File: src/rtl/imem_pkg.sv
// imem_pkg: shared definitions for the instruction-memory arbiter.
//   - IMEM_ADDR_W / IMEM_DATA_W : default BRAM word-address and data widths
//   - owner_e                   : which requester owns the in-flight read
//   - inflight_t                : in-flight register {vld, owner, err}
//   - IMEM_ALIGN_MASK / IMEM_RANGE_SHIFT and imem_addr_bad(): address check
package imem_pkg;

    localparam int IMEM_ADDR_W = 10;
    localparam int IMEM_DATA_W = 32;

    typedef enum logic {
        OWN_IF  = 1'b0,
        OWN_DBG = 1'b1
    } owner_e;

    typedef struct packed {
        logic   vld;
        owner_e owner;
        logic   err;
    } inflight_t;

    // Byte address must be word aligned and must fit in 2^(ADDR_W+2) bytes.
    localparam logic [31:0] IMEM_ALIGN_MASK  = 32'h0000_0003;
    localparam int          IMEM_RANGE_SHIFT = IMEM_ADDR_W + 2;

    function automatic logic imem_addr_bad(input logic [31:0] addr, input int range_shift);
        return ((addr & IMEM_ALIGN_MASK) != 32'd0) || ((addr >> range_shift) != 32'd0);
    endfunction

endpackage

File: src/rtl/imem_arbiter_if.sv
// imem_arbiter_if: request/response and BRAM signals of the instruction
// memory arbiter.
//   fetch : if_req_valid/if_req_addr/if_req_ready, if_flush,
//           if_resp_valid/if_resp_data/if_resp_err
//   debug : dbg_req_valid/dbg_req_addr/dbg_req_ready,
//           dbg_resp_valid/dbg_resp_data/dbg_resp_err
//   BRAM  : mem_en/mem_addr (to BRAM), mem_dout (from BRAM, one cycle later)
// Modports: slave = arbiter view, master = requester/BRAM view.
//
// Handshake: a request transfers in a cycle where valid and ready are both
// high; ready is combinational and never high without its valid. Responses
// have no backpressure: resp_valid is a one-cycle strobe the consumer must
// take in the cycle it is shown.
interface imem_arbiter_if
    import imem_pkg::*;
#(
    parameter int ADDR_W = IMEM_ADDR_W,
    parameter int DATA_W = IMEM_DATA_W
);
    logic              if_req_valid;
    logic [31:0]       if_req_addr;
    logic              if_req_ready;
    logic              if_flush;
    logic              if_resp_valid;
    logic [DATA_W-1:0] if_resp_data;
    logic              if_resp_err;

    logic              dbg_req_valid;
    logic [31:0]       dbg_req_addr;
    logic              dbg_req_ready;
    logic              dbg_resp_valid;
    logic [DATA_W-1:0] dbg_resp_data;
    logic              dbg_resp_err;

    logic              mem_en;
    logic [ADDR_W-1:0] mem_addr;
    logic [DATA_W-1:0] mem_dout;

    modport slave (
        input  if_req_valid, if_req_addr, if_flush,
        input  dbg_req_valid, dbg_req_addr,
        input  mem_dout,
        output if_req_ready, if_resp_valid, if_resp_data, if_resp_err,
        output dbg_req_ready, dbg_resp_valid, dbg_resp_data, dbg_resp_err,
        output mem_en, mem_addr
    );

    modport master (
        output if_req_valid, if_req_addr, if_flush,
        output dbg_req_valid, dbg_req_addr,
        output mem_dout,
        input  if_req_ready, if_resp_valid, if_resp_data, if_resp_err,
        input  dbg_req_ready, dbg_resp_valid, dbg_resp_data, dbg_resp_err,
        input  mem_en, mem_addr
    );

endinterface

File: src/rtl/imem_rr_pick.sv
// imem_rr_pick: two-way combinational grant picker.
//   clk      : clock (only present with IMEM_ARB_RR_EN, for the pointer)
//   reset    : synchronous active-high; suppresses any grant this cycle
//   req_if   : fetch eligible (valid and not flushed)
//   req_dbg  : debug eligible
//   gnt_if   : fetch granted (one-hot with gnt_dbg)
//   gnt_dbg  : debug granted
// Configuration macro IMEM_ARB_RR_EN: defined -> round robin on conflict,
// pointer moves away from the last winner on every grant; undefined ->
// fixed priority, fetch beats debug, no pointer state.
module imem_rr_pick (
`ifdef IMEM_ARB_RR_EN
    input  logic clk,
`endif
    input  logic reset,
    input  logic req_if,
    input  logic req_dbg,
    output logic gnt_if,
    output logic gnt_dbg
);

`ifdef IMEM_ARB_RR_EN
    // 1 = debug won the last grant, so fetch is preferred on the next conflict.
    logic last_dbg;

    always_comb begin
        gnt_if  = 1'b0;
        gnt_dbg = 1'b0;
        if (!reset) begin
            if (req_if && req_dbg) begin
                gnt_if  = last_dbg;
                gnt_dbg = !last_dbg;
            end else begin
                gnt_if  = req_if;
                gnt_dbg = req_dbg;
            end
        end
    end

    always_ff @(posedge clk) begin
        if (reset) begin
            last_dbg <= 1'b1;
        end else if (gnt_if || gnt_dbg) begin
            last_dbg <= gnt_dbg;
        end
    end
`else
    always_comb begin
        gnt_if  = !reset && req_if;
        gnt_dbg = !reset && req_dbg && !req_if;
    end
`endif

endmodule

File: src/rtl/imem_arbiter.sv
// imem_arbiter: shares the single read port of the instruction BRAM between
// the fetch stage and a debug reader.
//   clk, reset : clock, synchronous active-high reset
//   bus        : imem_arbiter_if.slave (fetch/debug request+response, BRAM)
// One request is granted per cycle; the BRAM is read in the grant cycle and
// the registered BRAM output is routed back to the owner one cycle later.
// Misaligned or out-of-range addresses still take the grant slot but skip
// the BRAM read and return err=1 with zero data.
// Configuration macro IMEM_ARB_RR_EN selects round robin vs fixed priority
// (inside imem_rr_pick).
module imem_arbiter
    import imem_pkg::*;
#(
    parameter int ADDR_W = IMEM_ADDR_W,
    parameter int DATA_W = IMEM_DATA_W
) (
    input  logic           clk,
    input  logic           reset,
    imem_arbiter_if.slave  bus
);

    localparam int RANGE_SHIFT = ADDR_W + 2;

    logic        gnt_if;
    logic        gnt_dbg;
    logic        accept;
    logic [31:0] sel_addr;
    logic        sel_err;
    inflight_t   infl;
    logic        if_live;
    logic        dbg_live;

    // A flushing fetch stage must not start a new read.
    imem_rr_pick u_pick (
`ifdef IMEM_ARB_RR_EN
        .clk     (clk),
`endif
        .reset   (reset),
        .req_if  (bus.if_req_valid && !bus.if_flush),
        .req_dbg (bus.dbg_req_valid),
        .gnt_if  (gnt_if),
        .gnt_dbg (gnt_dbg)
    );

    assign accept   = gnt_if || gnt_dbg;
    assign sel_addr = gnt_dbg ? bus.dbg_req_addr : bus.if_req_addr;
    assign sel_err  = imem_addr_bad(sel_addr, RANGE_SHIFT);

    assign bus.if_req_ready  = gnt_if;
    assign bus.dbg_req_ready = gnt_dbg;
    assign bus.mem_en        = accept && !sel_err;
    assign bus.mem_addr      = accept ? sel_addr[ADDR_W+1:2] : {ADDR_W{1'b0}};

    // Reloaded every cycle: one response slot per granted request.
    always_ff @(posedge clk) begin
        if (reset) begin
            infl.vld   <= 1'b0;
            infl.owner <= OWN_IF;
            infl.err   <= 1'b0;
        end else begin
            infl.vld   <= accept;
            infl.owner <= gnt_dbg ? OWN_DBG : OWN_IF;
            infl.err   <= sel_err;
        end
    end

    // Reset drops the response already in flight in the same cycle; a fetch
    // redirect kills only a fetch-owned response.
    assign if_live  = infl.vld && (infl.owner == OWN_IF) && !bus.if_flush && !reset;
    assign dbg_live = infl.vld && (infl.owner == OWN_DBG) && !reset;

    assign bus.if_resp_valid  = if_live;
    assign bus.if_resp_err    = if_live && infl.err;
    assign bus.if_resp_data   = (if_live && !infl.err) ? bus.mem_dout : {DATA_W{1'b0}};

    assign bus.dbg_resp_valid = dbg_live;
    assign bus.dbg_resp_err   = dbg_live && infl.err;
    assign bus.dbg_resp_data  = (dbg_live && !infl.err) ? bus.mem_dout : {DATA_W{1'b0}};

endmodule

File: src/flat_wrapper.sv
// flat-port wrapper written by rule: the top's interface ports become plain ports
module imem_arbiter_flat import imem_pkg::*;
#(
    parameter int ADDR_W = IMEM_ADDR_W,
    parameter int DATA_W = IMEM_DATA_W
)
  (clk, reset, bus_if_req_valid, bus_if_req_addr, bus_if_flush, bus_dbg_req_valid, bus_dbg_req_addr, bus_mem_dout, bus_if_req_ready, bus_if_resp_valid, bus_if_resp_data, bus_if_resp_err, bus_dbg_req_ready, bus_dbg_resp_valid, bus_dbg_resp_data, bus_dbg_resp_err, bus_mem_en, bus_mem_addr);
  imem_arbiter_if #(.ADDR_W(ADDR_W), .DATA_W(DATA_W)) bus_i ();
  input  logic clk;
  input  logic reset;
  input wire logic [$bits(bus_i.if_req_valid)-1:0] bus_if_req_valid;
  input wire logic [$bits(bus_i.if_req_addr)-1:0] bus_if_req_addr;
  input wire logic [$bits(bus_i.if_flush)-1:0] bus_if_flush;
  input wire logic [$bits(bus_i.dbg_req_valid)-1:0] bus_dbg_req_valid;
  input wire logic [$bits(bus_i.dbg_req_addr)-1:0] bus_dbg_req_addr;
  input wire logic [$bits(bus_i.mem_dout)-1:0] bus_mem_dout;
  output wire logic [$bits(bus_i.if_req_ready)-1:0] bus_if_req_ready;
  output wire logic [$bits(bus_i.if_resp_valid)-1:0] bus_if_resp_valid;
  output wire logic [$bits(bus_i.if_resp_data)-1:0] bus_if_resp_data;
  output wire logic [$bits(bus_i.if_resp_err)-1:0] bus_if_resp_err;
  output wire logic [$bits(bus_i.dbg_req_ready)-1:0] bus_dbg_req_ready;
  output wire logic [$bits(bus_i.dbg_resp_valid)-1:0] bus_dbg_resp_valid;
  output wire logic [$bits(bus_i.dbg_resp_data)-1:0] bus_dbg_resp_data;
  output wire logic [$bits(bus_i.dbg_resp_err)-1:0] bus_dbg_resp_err;
  output wire logic [$bits(bus_i.mem_en)-1:0] bus_mem_en;
  output wire logic [$bits(bus_i.mem_addr)-1:0] bus_mem_addr;
  assign bus_i.if_req_valid = bus_if_req_valid;
  assign bus_i.if_req_addr = bus_if_req_addr;
  assign bus_i.if_flush = bus_if_flush;
  assign bus_i.dbg_req_valid = bus_dbg_req_valid;
  assign bus_i.dbg_req_addr = bus_dbg_req_addr;
  assign bus_i.mem_dout = bus_mem_dout;
  assign bus_if_req_ready = bus_i.if_req_ready;
  assign bus_if_resp_valid = bus_i.if_resp_valid;
  assign bus_if_resp_data = bus_i.if_resp_data;
  assign bus_if_resp_err = bus_i.if_resp_err;
  assign bus_dbg_req_ready = bus_i.dbg_req_ready;
  assign bus_dbg_resp_valid = bus_i.dbg_resp_valid;
  assign bus_dbg_resp_data = bus_i.dbg_resp_data;
  assign bus_dbg_resp_err = bus_i.dbg_resp_err;
  assign bus_mem_en = bus_i.mem_en;
  assign bus_mem_addr = bus_i.mem_addr;
  imem_arbiter #(.ADDR_W(ADDR_W), .DATA_W(DATA_W)) u_core (.clk(clk), .reset(reset), .bus(bus_i));
endmodule
File: config.mk
export PLATFORM = sky130hd
export DESIGN_NAME = imem_arbiter_flat
export DESIGN_NICKNAME = d
export VERILOG_FILES = /design/src/rtl/imem_pkg.sv /design/src/rtl/imem_arbiter_if.sv /design/src/rtl/imem_rr_pick.sv /design/src/rtl/imem_arbiter.sv /design/src/flat_wrapper.sv
export SDC_FILE = /design/constraint.sdc
export NUM_CORES = 1
export LEC_CHECK = 0
export ABC_AREA = 1
export BUFFER_PORTS_ARGS = -buffer_cell sky130_fd_sc_hd__buf_2
export CELL_PAD_IN_SITES_DETAIL_PLACEMENT = 1
export CELL_PAD_IN_SITES_GLOBAL_PLACEMENT = 2
export CORE_MARGIN = 1
export CORE_UTILIZATION = 10
export DETAILED_ROUTE_END_ITERATION = 10
export PLACE_DENSITY_LB_ADDON = 0.12
export SETUP_SLACK_MARGIN = 0.2
export SLEW_MARGIN = 15
export SYNTH_ARGS = -nofsm -noshare
export SYNTH_HDL_FRONTEND = slang
export SYNTH_SLANG_ARGS = --single-unit
File: constraint.sdc
create_clock -name clk -period 1.8 [get_ports clk]
set_clock_uncertainty 0.1 [all_clocks]
set_input_delay 0.54 -clock clk [delete_from_list [all_inputs] [get_ports clk]]
set_output_delay 0.54 -clock clk [all_outputs]
set_load 0.05 [all_outputs]
==> out/metrics.csv <==
metric,value,unit
status,"complete, but fails checks",
violations,setup timing,
pwr-share-comb,67.7,%
die-area,9520,µm²
io_buffer_count,181,
final_cell_area,3700,µm²
clkSinkCount,3,
intPower,479.0,µW
critPathArrivalTime,1510,ps
maxCapViolCount,0,
clockBufferDepth,2,
syn_inst,194,
largest_reg_flops,3,
first_global_vias,1974,
yosysSeqAreaShare,6.575,%
synthesis.area,913.4,µm²
drive_gt1_share,78.36,%
grt_max_degree,27,
cts_buffers,3,
area_growth,305.1,%
cts_tree,built,
dpl_cell_area,2726,µm²
ys_ff_latch,3,
power,837.5,µW
drc_errors,0,
crit_family,buffers and inverters,
pwr-share-clk,23.4,%
drtPass1Iterations,4,
crit_path_top_delay_cell,buf_4,
critical_path_class,in -> out,
die_h,97.57,µm
wirelength,5807,µm
p_leak,0.001836,µW
fin_ws,-354.1,ps
tightestPinTransition,202.7,ps
grtUsageTotal,11.62,%
fillCellCount,1052,
cp.required,1160,ps
antenna_left,0,
relSlewSlack,86.38,%
final_max_slew_viol_count,0,
core_area,8763,µm²
yosys_warnings,0,
switchingPower,358.6,µW
dieWidth,97.57,µm
avgSynthCellArea,4.708,µm²
end_kind,primary output,
io_pins,182,
cts_htree_levels,1,
yosys.area.top_type,nor2_1,
root_buffer,clkbuf_8,
grt_overflow,0,
setup-violations-final,81,
hpwl,4668,µm
grt_setup_unrepaired,yes,
start_util,10.42,%
grt_pass1_wl,9177,µm
place_ws,-565.8,ps
hold_path_class,in -> reg,
vias,1955,
swShare,42.81,%
gp_congestion,0.7478,
crit_top_cell,buf_6,
antenna_found_initial,0,
path_buf_inv,6,
fin_nets,504,
drt_first_iter_violations,14,
regMostFlops,u_core.infl,
fin_crit_sh,119.7,%
row_count,34,
setup.worst_path.start_class,input port,
seqPwrFrac,8.9,%
synth_nets,295,
min_period,2154,ps
final_core_util,42.22,%
max_freq,464.2,MHz
peakVddDrop,0.0001982,V
path_cells,"buf_12, inv_12, nand4_1, buf_4, buf_6, buf_6, nor2_4, buf_8",
finalHoldViolCount,0,
synth_top_area_share,37.81,%
wire_per_inst,11.39,µm
viasPerCell,3.833,
clkTransAtPathRegs,30,ps
slowest_delay,190,ps
path_max_fanout,3,
diodes,0,
synth_area_leaders,"nor2_1 38%, inv_1 21%, a22o_1 8.6%",
cellPowerDensity,226.4,nW/µm²
fin_setup_tns,-24870,ps
largest_registers,u_core.infl: 3 flops,
yosysUniqueCellTypes,16,
[cells by family (layout without fill, tap and decap cells)]
family	Yosys count	count (layout)	share of synthesized area, %
buf+inv	61	269	30.82
simple gates	119	119	52.88
compound gates	11	11	9.725
flops	3	3	6.576
[worst min-delay path, stage by stage]
cell and delay [ps]:
buf_12 100, buf_4 120, nor2_1 40
[power by group through the flow]
stage	Combinational (µW)	Sequential (µW)	Clock [µW]
final	567	74.7	196
after global routing	605	74.9	215
after CTS	553	74.2	207
after detailed placement	465	73.8	0
after global placement	458	73.6	0
after floorplan	289	73.1	0
[final timing paths]
| check | startpoint | endpoint | slack [ps] | depth (start not counted) |
|---|---|---|---|---|
| setup / recovery | reset | bus_if_resp_err | -350 | 8 |
| hold / removal | reset | u_core.infl[0] | 530 | 3 |
[cells in the final DEF, fill, tap and decap left out, types with 9 or more instances in the layout]
master,count
nand2_1,13
buf_12,10
buf_2,98
a22o_4,9
buf_4,12
inv_1,46
buf_8,20
nor2_4,68
buf_6,67
nor2_1,22
[layout make-up]
type	instances	area [µm²]	area share [%]
Timing Repair Buffer	211	1943	52.52
Multi-Input combinational cell	130	1257	33.99
Inverter	54	256.5	6.933
Tap cell	108	135.1	3.652
Sequential cell	3	62.56	1.691
Clock buffer	4	45.04	1.217
[layer usage]
metal	up-vias	global-route usage (%)	share of wire (%)
li1	976	-	-
met1	871	12.46	35
met2	106	22.81	56
met3	2	2.878	8.5
met4	0	2.036	0.62
met5	-	0	0
[metrics by stage]
stage | instances | hold slack, ps
5_1_grt | 510 | 528.7
6_report | 510 | 526.4
2_1_floorplan | 194 | 512.1
4_1_cts | 505 | 507.8
3_3_place_gp | 493 | 737.3
3_5_place_dp | 493 | 758.2
[synth_stat cells, drive strengths merged]
cell   number
a21oi       1
a22o        9
and2        1
buf         7
dfxtp       3
inv        54
nand2      18
nand3       5
nand4       1
nor2       92
nor3        1
nor4        1
o21ai       1
[repair_timing]
item,in CTS,in global routing
hold buffers,0,0
setup buffers,6,3
endpoints found under the setup margin,81,81
gates resized for setup,186,50
cloned,2,2
pin swaps,8,10
(Power assumes the default switching activity.)
